<file path="src/rtl/upclock.sv">
// Count-up timer: counts HH:MM:SS from zero once per prescaled second until it
// reaches a button-set target, then emits a one-cycle out pulse and stops.
module upclock #(
  parameter int unsigned TICK_DIV = 50000000,
  parameter int unsigned HOUR_MAX = 99
) (
  input  logic       clk,
  input  logic       clr,
  input  logic       EN,
  input  logic       H_SET,
  input  logic       M_SET,
  input  logic       S_SET,
  output logic [3:0] H_h,
  output logic [3:0] H_l,
  output logic [3:0] M_h,
  output logic [3:0] M_l,
  output logic [3:0] S_h,
  output logic [3:0] S_l,
  output logic       out,
  output logic       running
);

  localparam int unsigned PW = (TICK_DIV > 2) ? $clog2(TICK_DIV) : 1;
  localparam logic [PW-1:0] TickMax = PW'(TICK_DIV - 1);
  localparam logic [7:0] HourMaxBcd = {4'(HOUR_MAX / 10), 4'(HOUR_MAX % 10)};

  typedef enum logic [1:0] {StSet, StRun, StHold, StDone} state_e;

  state_e        state_q, state_d;
  logic [PW-1:0] presc_q, presc_d;
  logic [23:0]   count_q, count_d;
  logic [23:0]   target_q, target_d;
  logic [23:0]   disp_q, disp_d;
  logic          out_q, out_d;
  logic          h_prev_q, m_prev_q, s_prev_q;
  logic          armed_q;

  logic        h_edge, m_edge, s_edge, any_edge;
  logic        tick;
  logic [23:0] count_inc;

  // Two-digit BCD increment that wraps to 00 after max.
  function automatic logic [7:0] bcd_inc(input logic [7:0] v, input logic [7:0] max);
    if (v == max) begin
      return 8'h00;
    end else if (v[3:0] == 4'd9) begin
      return {v[7:4] + 4'd1, 4'd0};
    end else begin
      return {v[7:4], v[3:0] + 4'd1};
    end
  endfunction

  // armed_q masks the first cycle after reset so a button held through reset
  // release is not seen as a press.
  assign h_edge   = armed_q & H_SET & ~h_prev_q;
  assign m_edge   = armed_q & M_SET & ~m_prev_q;
  assign s_edge   = armed_q & S_SET & ~s_prev_q;
  assign any_edge = h_edge | m_edge | s_edge;
  assign tick     = (presc_q == TickMax);

  always_comb begin
    count_inc        = count_q;
    count_inc[7:0]   = bcd_inc(count_q[7:0], 8'h59);
    if (count_q[7:0] == 8'h59) begin
      count_inc[15:8] = bcd_inc(count_q[15:8], 8'h59);
      if (count_q[15:8] == 8'h59) begin
        count_inc[23:16] = bcd_inc(count_q[23:16], 8'h99);
      end
    end
  end

  always_ff @(posedge clk or negedge clr) begin
    if (!clr) begin
      state_q  <= StSet;
      presc_q  <= '0;
      count_q  <= '0;
      target_q <= '0;
      disp_q   <= '0;
      out_q    <= 1'b0;
      h_prev_q <= 1'b0;
      m_prev_q <= 1'b0;
      s_prev_q <= 1'b0;
      armed_q  <= 1'b0;
    end else begin
      state_q  <= state_d;
      presc_q  <= presc_d;
      count_q  <= count_d;
      target_q <= target_d;
      disp_q   <= disp_d;
      out_q    <= out_d;
      h_prev_q <= H_SET;
      m_prev_q <= M_SET;
      s_prev_q <= S_SET;
      armed_q  <= 1'b1;
    end
  end

  always_comb begin
    state_d  = state_q;
    presc_d  = presc_q;
    count_d  = count_q;
    target_d = target_q;
    out_d    = 1'b0;
    case (state_q)
      StSet: begin
        // A button press in the same cycle as EN wins; the start waits a cycle.
        if (h_edge) begin
          target_d[23:16] = bcd_inc(target_q[23:16], HourMaxBcd);
        end else if (m_edge) begin
          target_d[15:8] = bcd_inc(target_q[15:8], 8'h59);
        end else if (s_edge) begin
          target_d[7:0] = bcd_inc(target_q[7:0], 8'h59);
        end else if (EN) begin
          presc_d = '0;
          count_d = '0;
          if (target_q == 24'h0) begin
            state_d = StDone;
            out_d   = 1'b1;
          end else begin
            state_d = StRun;
          end
        end
      end
      StRun: begin
        if (tick) begin
          presc_d = '0;
          count_d = count_inc;
          if (count_inc == target_q) begin
            state_d = StDone;
            out_d   = 1'b1;
          end else if (!EN) begin
            state_d = StHold;
          end
        end else if (!EN) begin
          state_d = StHold;
        end else begin
          presc_d = presc_q + 1'b1;
        end
      end
      StHold: begin
        if (any_edge) begin
          state_d = StSet;
          count_d = '0;
          presc_d = '0;
        end else if (EN) begin
          state_d = StRun;
        end
      end
      StDone: begin
        if (!EN) begin
          state_d = StSet;
          count_d = '0;
        end
      end
      default: state_d = StSet;
    endcase
  end

  always_comb begin
    disp_d  = (state_d == StSet) ? target_d : count_d;
    running = (state_q == StRun);
    out     = out_q;
    {H_h, H_l, M_h, M_l, S_h, S_l} = disp_q;
  end

endmodule

</file>
<file path="config.mk">
export PLATFORM = sky130hd
export DESIGN_NAME = upclock
export DESIGN_NICKNAME = d
export VERILOG_FILES = /design/src/rtl/upclock.sv
export SDC_FILE = /design/constraint.sdc
export NUM_CORES = 1
export LEC_CHECK = 0
export ABC_AREA = 1
export CAP_MARGIN = 20
export CORE_AREA = 4 4 108 151
export DETAILED_ROUTE_END_ITERATION = 16
export DIE_AREA = 0 0 112 155
export PLACE_DENSITY = 0.61
export SYNTH_ARGS = -nofsm -noshare
export SYNTH_HDL_FRONTEND = slang
export SYNTH_SLANG_ARGS = --single-unit
</file>
<file path="constraint.sdc">
create_clock -name clk -period 2.19 [get_ports clk]
set_input_delay 0.438 -clock clk [delete_from_list [all_inputs] [get_ports clk]]
set_output_delay 0.438 -clock clk [all_outputs]
set_load 0.005 [all_outputs]
</file>
==> impl_metrics.env <==
export IMPL_run_status="finished, violations left"
export IMPL_violations="setup timing"
export IMPL_hold_buffers=0
export IMPL_yosys_warnings=0
export IMPL_worstSetupPathType="flip-flop to flip-flop"
export IMPL_arrival_ns=2.94
export IMPL_drc=0
export IMPL_die_h_um=155
export IMPL_post_synth_top_area_cell="dfrtp_1"
export IMPL_coreArea_mm2=0.01492
export IMPL_final_common_cell="nand2_1"
export IMPL_avgSynthCellArea_um2=7.363
export IMPL_cts_sinks=105
export IMPL_dpl_instance_area_mm2=0.008652
export IMPL_cp_start_kind="flip-flop"
export IMPL_hpwl_um=15850
export IMPL_rsz0062_at_grt="yes"
export IMPL_htree_levels=3
export IMPL_cts_root_buf="clkbuf_16"
export IMPL_die_area_mm2=0.01736
export IMPL_cp_end_kind="flip-flop"
export IMPL_viasPerCell=5.488
export IMPL_clk_path_buf_depth=2
export IMPL_antenna_found_initial=0
export IMPL_diodes=0
export IMPL_r2r_slack_ns=-0.46
export IMPL_crit_required_ns=2.48
export IMPL_synthToLayoutAreaGrowth_pct=50.64
export IMPL_synthCells=900
export IMPL_clock_latency_ns=0.36
export IMPL_path_max_fanout=9
export IMPL_syn_nets=941
export IMPL_gr_usage_all_layers=0.2525
export IMPL_hold_viol_final=0
export IMPL_io_buffers=31
export IMPL_stdcell_area_mm2=0.009982
export IMPL_dr_pass1_iters=7
export IMPL_nFillCells=1240
export IMPL_yosysTopAreaCellShare=0.3965
export IMPL_drv_slew=0
export IMPL_final_min_clock_period_ns=2.649
export IMPL_worst_slew_margin_rel=0.6701
export IMPL_synth_area_mm2=0.006626
export IMPL_synth_seq_cells=105
export IMPL_hold_slack_ns=0.06215
export IMPL_cts_tree="built"
export IMPL_ioPinCount=32
export IMPL_place_gp_congestion=0.9231
export IMPL_layout_nets=1182
export IMPL_grt_pass1_wl_um=35420
export IMPL_grt_ovfl_total=0
export IMPL_die_x_um=112
export IMPL_post_route_worst_setup_slack_ns=-0.4593
export IMPL_finalSetupTns_ns=-13.42
export IMPL_drt_iter0_drc=389
export IMPL_start_util=0.4441
export IMPL_cts_buffers_inserted=9
export IMPL_final_cell_mix="nand2_1 (209), buf_4 (173), dfrtp_1 (105), inv_1 (101), nand3_1 (73)"
export IMPL_clock_skew_ns=0.01470
export IMPL_p_leak_nw=4.772
export IMPL_vias=7343
export IMPL_wl_um=22550
export IMPL_yosysUniqueCellTypes=38
export IMPL_drtAntennaViolNets=0
export IMPL_grt_pass1_vias=7439
export IMPL_ir_worst_vdd_mv=0.5651
export IMPL_fmax_mhz=377.5
export IMPL_max_cap_violations=0
export IMPL_clk_pin_slew_ns=0.08
export IMPL_power_density_mw_per_mm2=1009
export IMPL_final_layout_size_suffix_gt1_frac=0.3141
export IMPL_ys_top_cells_by_area="dfrtp_1 (40%), nand2_1 (13%), nand3_1 (6.7%)"
export IMPL_grt_max_degree=59
export IMPL_min_period_over_period=1.210
export IMPL_rows=53
export IMPL_finalSetupViolations=42
export IMPL_holdCritPathClass="input port to async pin"
export IMPL_ys_seq_area_frac=0.3965
export IMPL_worst_pin_slew_ns=0.4911
export IMPL_wire_per_inst_um=16.85
-- Yosys cell counts --
master	number
nor3b_1	1
a21oi_1	28
xnor2_1	1
inv_2	2
o31ai_1	4
o21ai_1	3
nor2_2	2
conb_1	1
nand2_1	238
nor2_1	76
nand3_4	1
a211oi_1	1
clkinv_1	1
nand3_1	89
xor2_1	19
a31oi_1	1
nand3_2	2
clkbuf_1	12
nor2_4	1
o211ai_1	2
buf_6	3
nor4_1	11
ha_1	35
o32ai_1	1
buf_4	2
inv_1	111
a22oi_1	1
nand2_2	3
nand3b_1	2
nor2_8	1
dfrtp_1	105
nor4b_1	1
nand4_1	57
nor3_1	13
o21ai_0	35
o21a_1	3
buf_2	6
o22ai_1	25
-- metrics by stage --
step / util / total power [W] / std cells / worst slack [ns]
2_1_floorplan: - / 0.004654 / 900 / -0.07499
3_3_place_gp: 0.5799 / 0.007005 / 1287 / -0.4193
3_5_place_dp: 0.5799 / 0.007044 / 1287 / -0.4605
4_1_cts: 0.6350 / 0.009517 / 1329 / -0.3669
5_1_grt: 0.6690 / 0.01067 / 1338 / -0.5772
6_report: 0.6690 / 0.01007 / 1338 / -0.4593
-- critical path: stages (launching register included) --
cell	delay [ns]
dfrtp_1	0.40
inv_2	0.09
ha_4	0.15
nand3_4	0.10
nor2_8	0.23
buf_6	0.16
nand2_1	0.06
nand2_1	0.09
nor2_1	0.06
nor2_1	0.09
nand2_1	0.08
nor2_2	0.16
nand3_1	0.11
nor2_2	0.10
nand2_2	0.08
nand2_2	0.08
nand2_4	0.07
nand3_4	0.13
buf_12	0.12
buf_12	0.11
nand2_1	0.05
nand2_1	0.06
-- layer usage --
metal  routed length (um)  global-route usage  vias to the layer above
met5                    0                   0                        -
met4                 1419              0.1426                        0
met3                  771             0.02957                      102
met2                11890              0.4654                      239
met1                 8469              0.2792                     3510
li1                     -                   -                     3492
-- layout make-up --
cell class / instances / area [um2] / area share
inverters: 114 / 430.4 / 0.04312
clock inverters: 7 / 58.81 / 0.005891
clock buffers: 9 / 225.2 / 0.02256
well taps: 192 / 240.2 / 0.02407
repair buffers: 253 / 2355 / 0.2359
multi-input cells: 658 / 4045 / 0.4052
flip-flops and latches: 105 / 2628 / 0.2632
-- path summary, 6_finish.rpt --
check                                          end  depth (start not counted)                     from
min                            disp_q[2]$_DFF_PN0_                          2                      clr
max                           disp_q[22]$_DFF_PN0_                         21     count_q[1]$_DFF_PN0_
max reg2reg                   disp_q[22]$_DFF_PN0_                         21     count_q[1]$_DFF_PN0_
min reg2reg                presc_q[22]$_DFFE_PN0P_                          2  presc_q[22]$_DFFE_PN0P_
max in group asynchronous   target_q[23]$_DFF_PN0_                          2                      clr
min in group clk                m_prev_q$_DFF_PN0_                          1                    M_SET
-- registers in the layout, indices dropped and copies added, names as in the netlist --
| name | count |
|---|---|
| h_prev_q | 1 |
| m_prev_q | 1 |
| armed_q | 1 |
| target_q | 24 |
| out | 1 |
| s_prev_q | 1 |
| count_q | 24 |
| disp_q | 24 |
| presc_q | 26 |
| state_q | 2 |
-- power breakdown --
part | total [W] | switching (W) | leakage [nW] | internal [W]
registers | 0.00258 | 0.000249 | 1.35 | 0.00233
clock network | 0.00161 | 0.000815 | 0.139 | 0.000796
logic | 0.00588 | 0.00306 | 3.28 | 0.00282
-- kinds of logic (layout without fill, tap and decap cells) --
family,Yosys count,after routing,synth area share
AO/OA/AOI/OAI,104,104,0.08818
XOR/XNOR,20,20,0.02644
adder cells (fa/ha/maj),35,35,0.06609
buffers and inverters,137,383,0.08327
flip-flops,105,105,0.3965
other,1,1,0.0005659
AND/OR/NAND/NOR,498,498,0.3389
-- what timing repair did --
action                                  4_1_cts  5_1_grt
buffers inserted                             23        9
pin swaps                                    29       40
endpoints found under the setup margin       60       85
gates resized for setup                      69      118
cloned                                        4        4
No activity file was read; power rests on OpenSTA's default activity.
==> patch: new RTL, config.mk and constraints unchanged <==
Set the parameter `TICK_DIV` to 100000000 (it was 50000000).
--- a/src/rtl/upclock.sv
+++ b/src/rtl/upclock.sv
@@ -1,7 +1,7 @@
 // Count-up timer: counts HH:MM:SS from zero once per prescaled second until it
 // reaches a button-set target, then emits a one-cycle out pulse and stops.
 module upclock #(
-  parameter int unsigned TICK_DIV = 50000000,
+  parameter int unsigned TICK_DIV = 100000000,
   parameter int unsigned HOUR_MAX = 99
 ) (
   input  logic       clk,
Behaviour: same outputs for any inputs over 4 cycles, from zero or initial values; that may be too few to reach the edited logic, so the function may still have changed.
==> patch against the unedited design <==
- the run still ends with setup timing left
- synthesized area rose by 1.1%
- wire length fell by 4.1%
- largest power group unchanged
- worst hold slack got worse by 33 ps
- clock skew fell by 5.7 ps
- first-iteration DRC count fell by 1.8%
- critical path depth did not move
- design area fell by 3.2%
- sequential cell count rose by 1
- power fell by 11%
- setup slack improved by 68 ps
- final cell count rose by 0.82%
- highest routed layer unchanged
==> patch: results (changes against the unedited design) <==
Detailed routing
  – WL met3: 616 um (-20%)
  – First DRT Iteration DRCs: 382 (-1.8%)
  – M1 WL: 8.68 mm (+2.5%)
  – Mean number of vias per cell: 5.23 (-4.8%)

Global route
  – Global-route usage over all layers: 25.2% (about the same)
  – Global-route wire length before repair: 34.9 mm (-1.6%)
  – Largest net degree at the start of global routing: 47 (-20%)
  – GR Layer Usage met1: 29.0% (+1.0 points)

Setup path
  – Data arrival, critical path: 2840 ps (-100 ps)
  – Crit path max fanout: 11 (+2)

STA
  – Fin crit share: 118% (-3.1 points)
  – Final setup viols: 29 (-31%)
  – Skew final: 8.99 ps (-5.72 ps)
  – Final critical-path setup slack: -391 ps (+67.8 ps)
  – Max_slew headroom: 67.1% (about the same)

Cells and area
  – Non-clock buffers: 248 (-2.0%)
  – Seq cells: 106 (+0.95%)
  – Clock-cell share: 2.82% (-0.022 points)
  – Nets@finish: 1193 (+0.93%)
  – Multi-input comb cells: 674 (+2.4%)
  – Signal buf overhead: 22.1% (-1.5 points)

Outcome
  – Failing checks: setup timing
  – Status: complete, but fails checks

CTS
  – Postcts setup bufs: 17 (-26%)
  – Post-CTS Resized: 33 (-52%)

Synth
  – Post-synthesis sequential area ratio: 39.6% (-0.041 points)
  – Synth unique cells: 41 (+7.9%)
## patch: per-stage QoR
| step | hold WS (ps) | utilization [%] | TNS [ps] | worst slack [ps] |
|---|---|---|---|---|
| floorplan | 142 | - | -1840 | -93.0 |
| detailed placement | 424 | 58.8 | -32940 | -588 |
| global route | 51.8 | 64.8 | -14800 | -554 |
| global placement | 420 | 58.8 | -31180 | -542 |
| finish | 28.8 | 64.8 | -9630 | -391 |
| CTS | 36.4 | 62.4 | -8490 | -342 |
## patch: path summary, 6_finish.rpt
check / startpoint / end / slack, ps
worst max register to register: count_q[1]$_DFF_PN0_ / disp_q[12]$_DFF_PN0_ / -390
worst min-delay path: clr / s_prev_q$_DFF_PN0_ / 30
worst max-delay path: count_q[1]$_DFF_PN0_ / disp_q[12]$_DFF_PN0_ / -390
worst min register to register: presc_q[1]$_DFFE_PN0P_ / presc_q[1]$_DFFE_PN0P_ / 600
min in group clk: S_SET / s_prev_q$_DFF_PN0_ / 220
max in group asynchronous: clr / count_q[15]$_DFF_PN0_ / 1520
## patch: where the power goes
group / leakage (nW) / switching, W / internal [W] / total [W]
Clock: 0.121 / 0.000789 / 0.000773 / 0.00156
Combinational: 3.24 / 0.00271 / 0.00212 / 0.00483
Sequential: 1.37 / 0.000245 / 0.00233 / 0.00258
Total: 4.74 / 0.00374 / 0.00522 / 0.00897
## patch: kinds of logic (layout without fill, tap and decap cells)
logic type | after synthesis | after routing | share of synthesized area [%]
xor gates and xnor gates | 15 | 15 | 1.96
adders and majority gates | 35 | 35 | 6.54
buffers and inverters | 133 | 377 | 8.00
and+or+nand+nor | 509 | 509 | 34.5
AOI/OAI and AO/OA | 114 | 114 | 9.31
other | 1 | 1 | 0.0560
DFF | 106 | 106 | 39.6
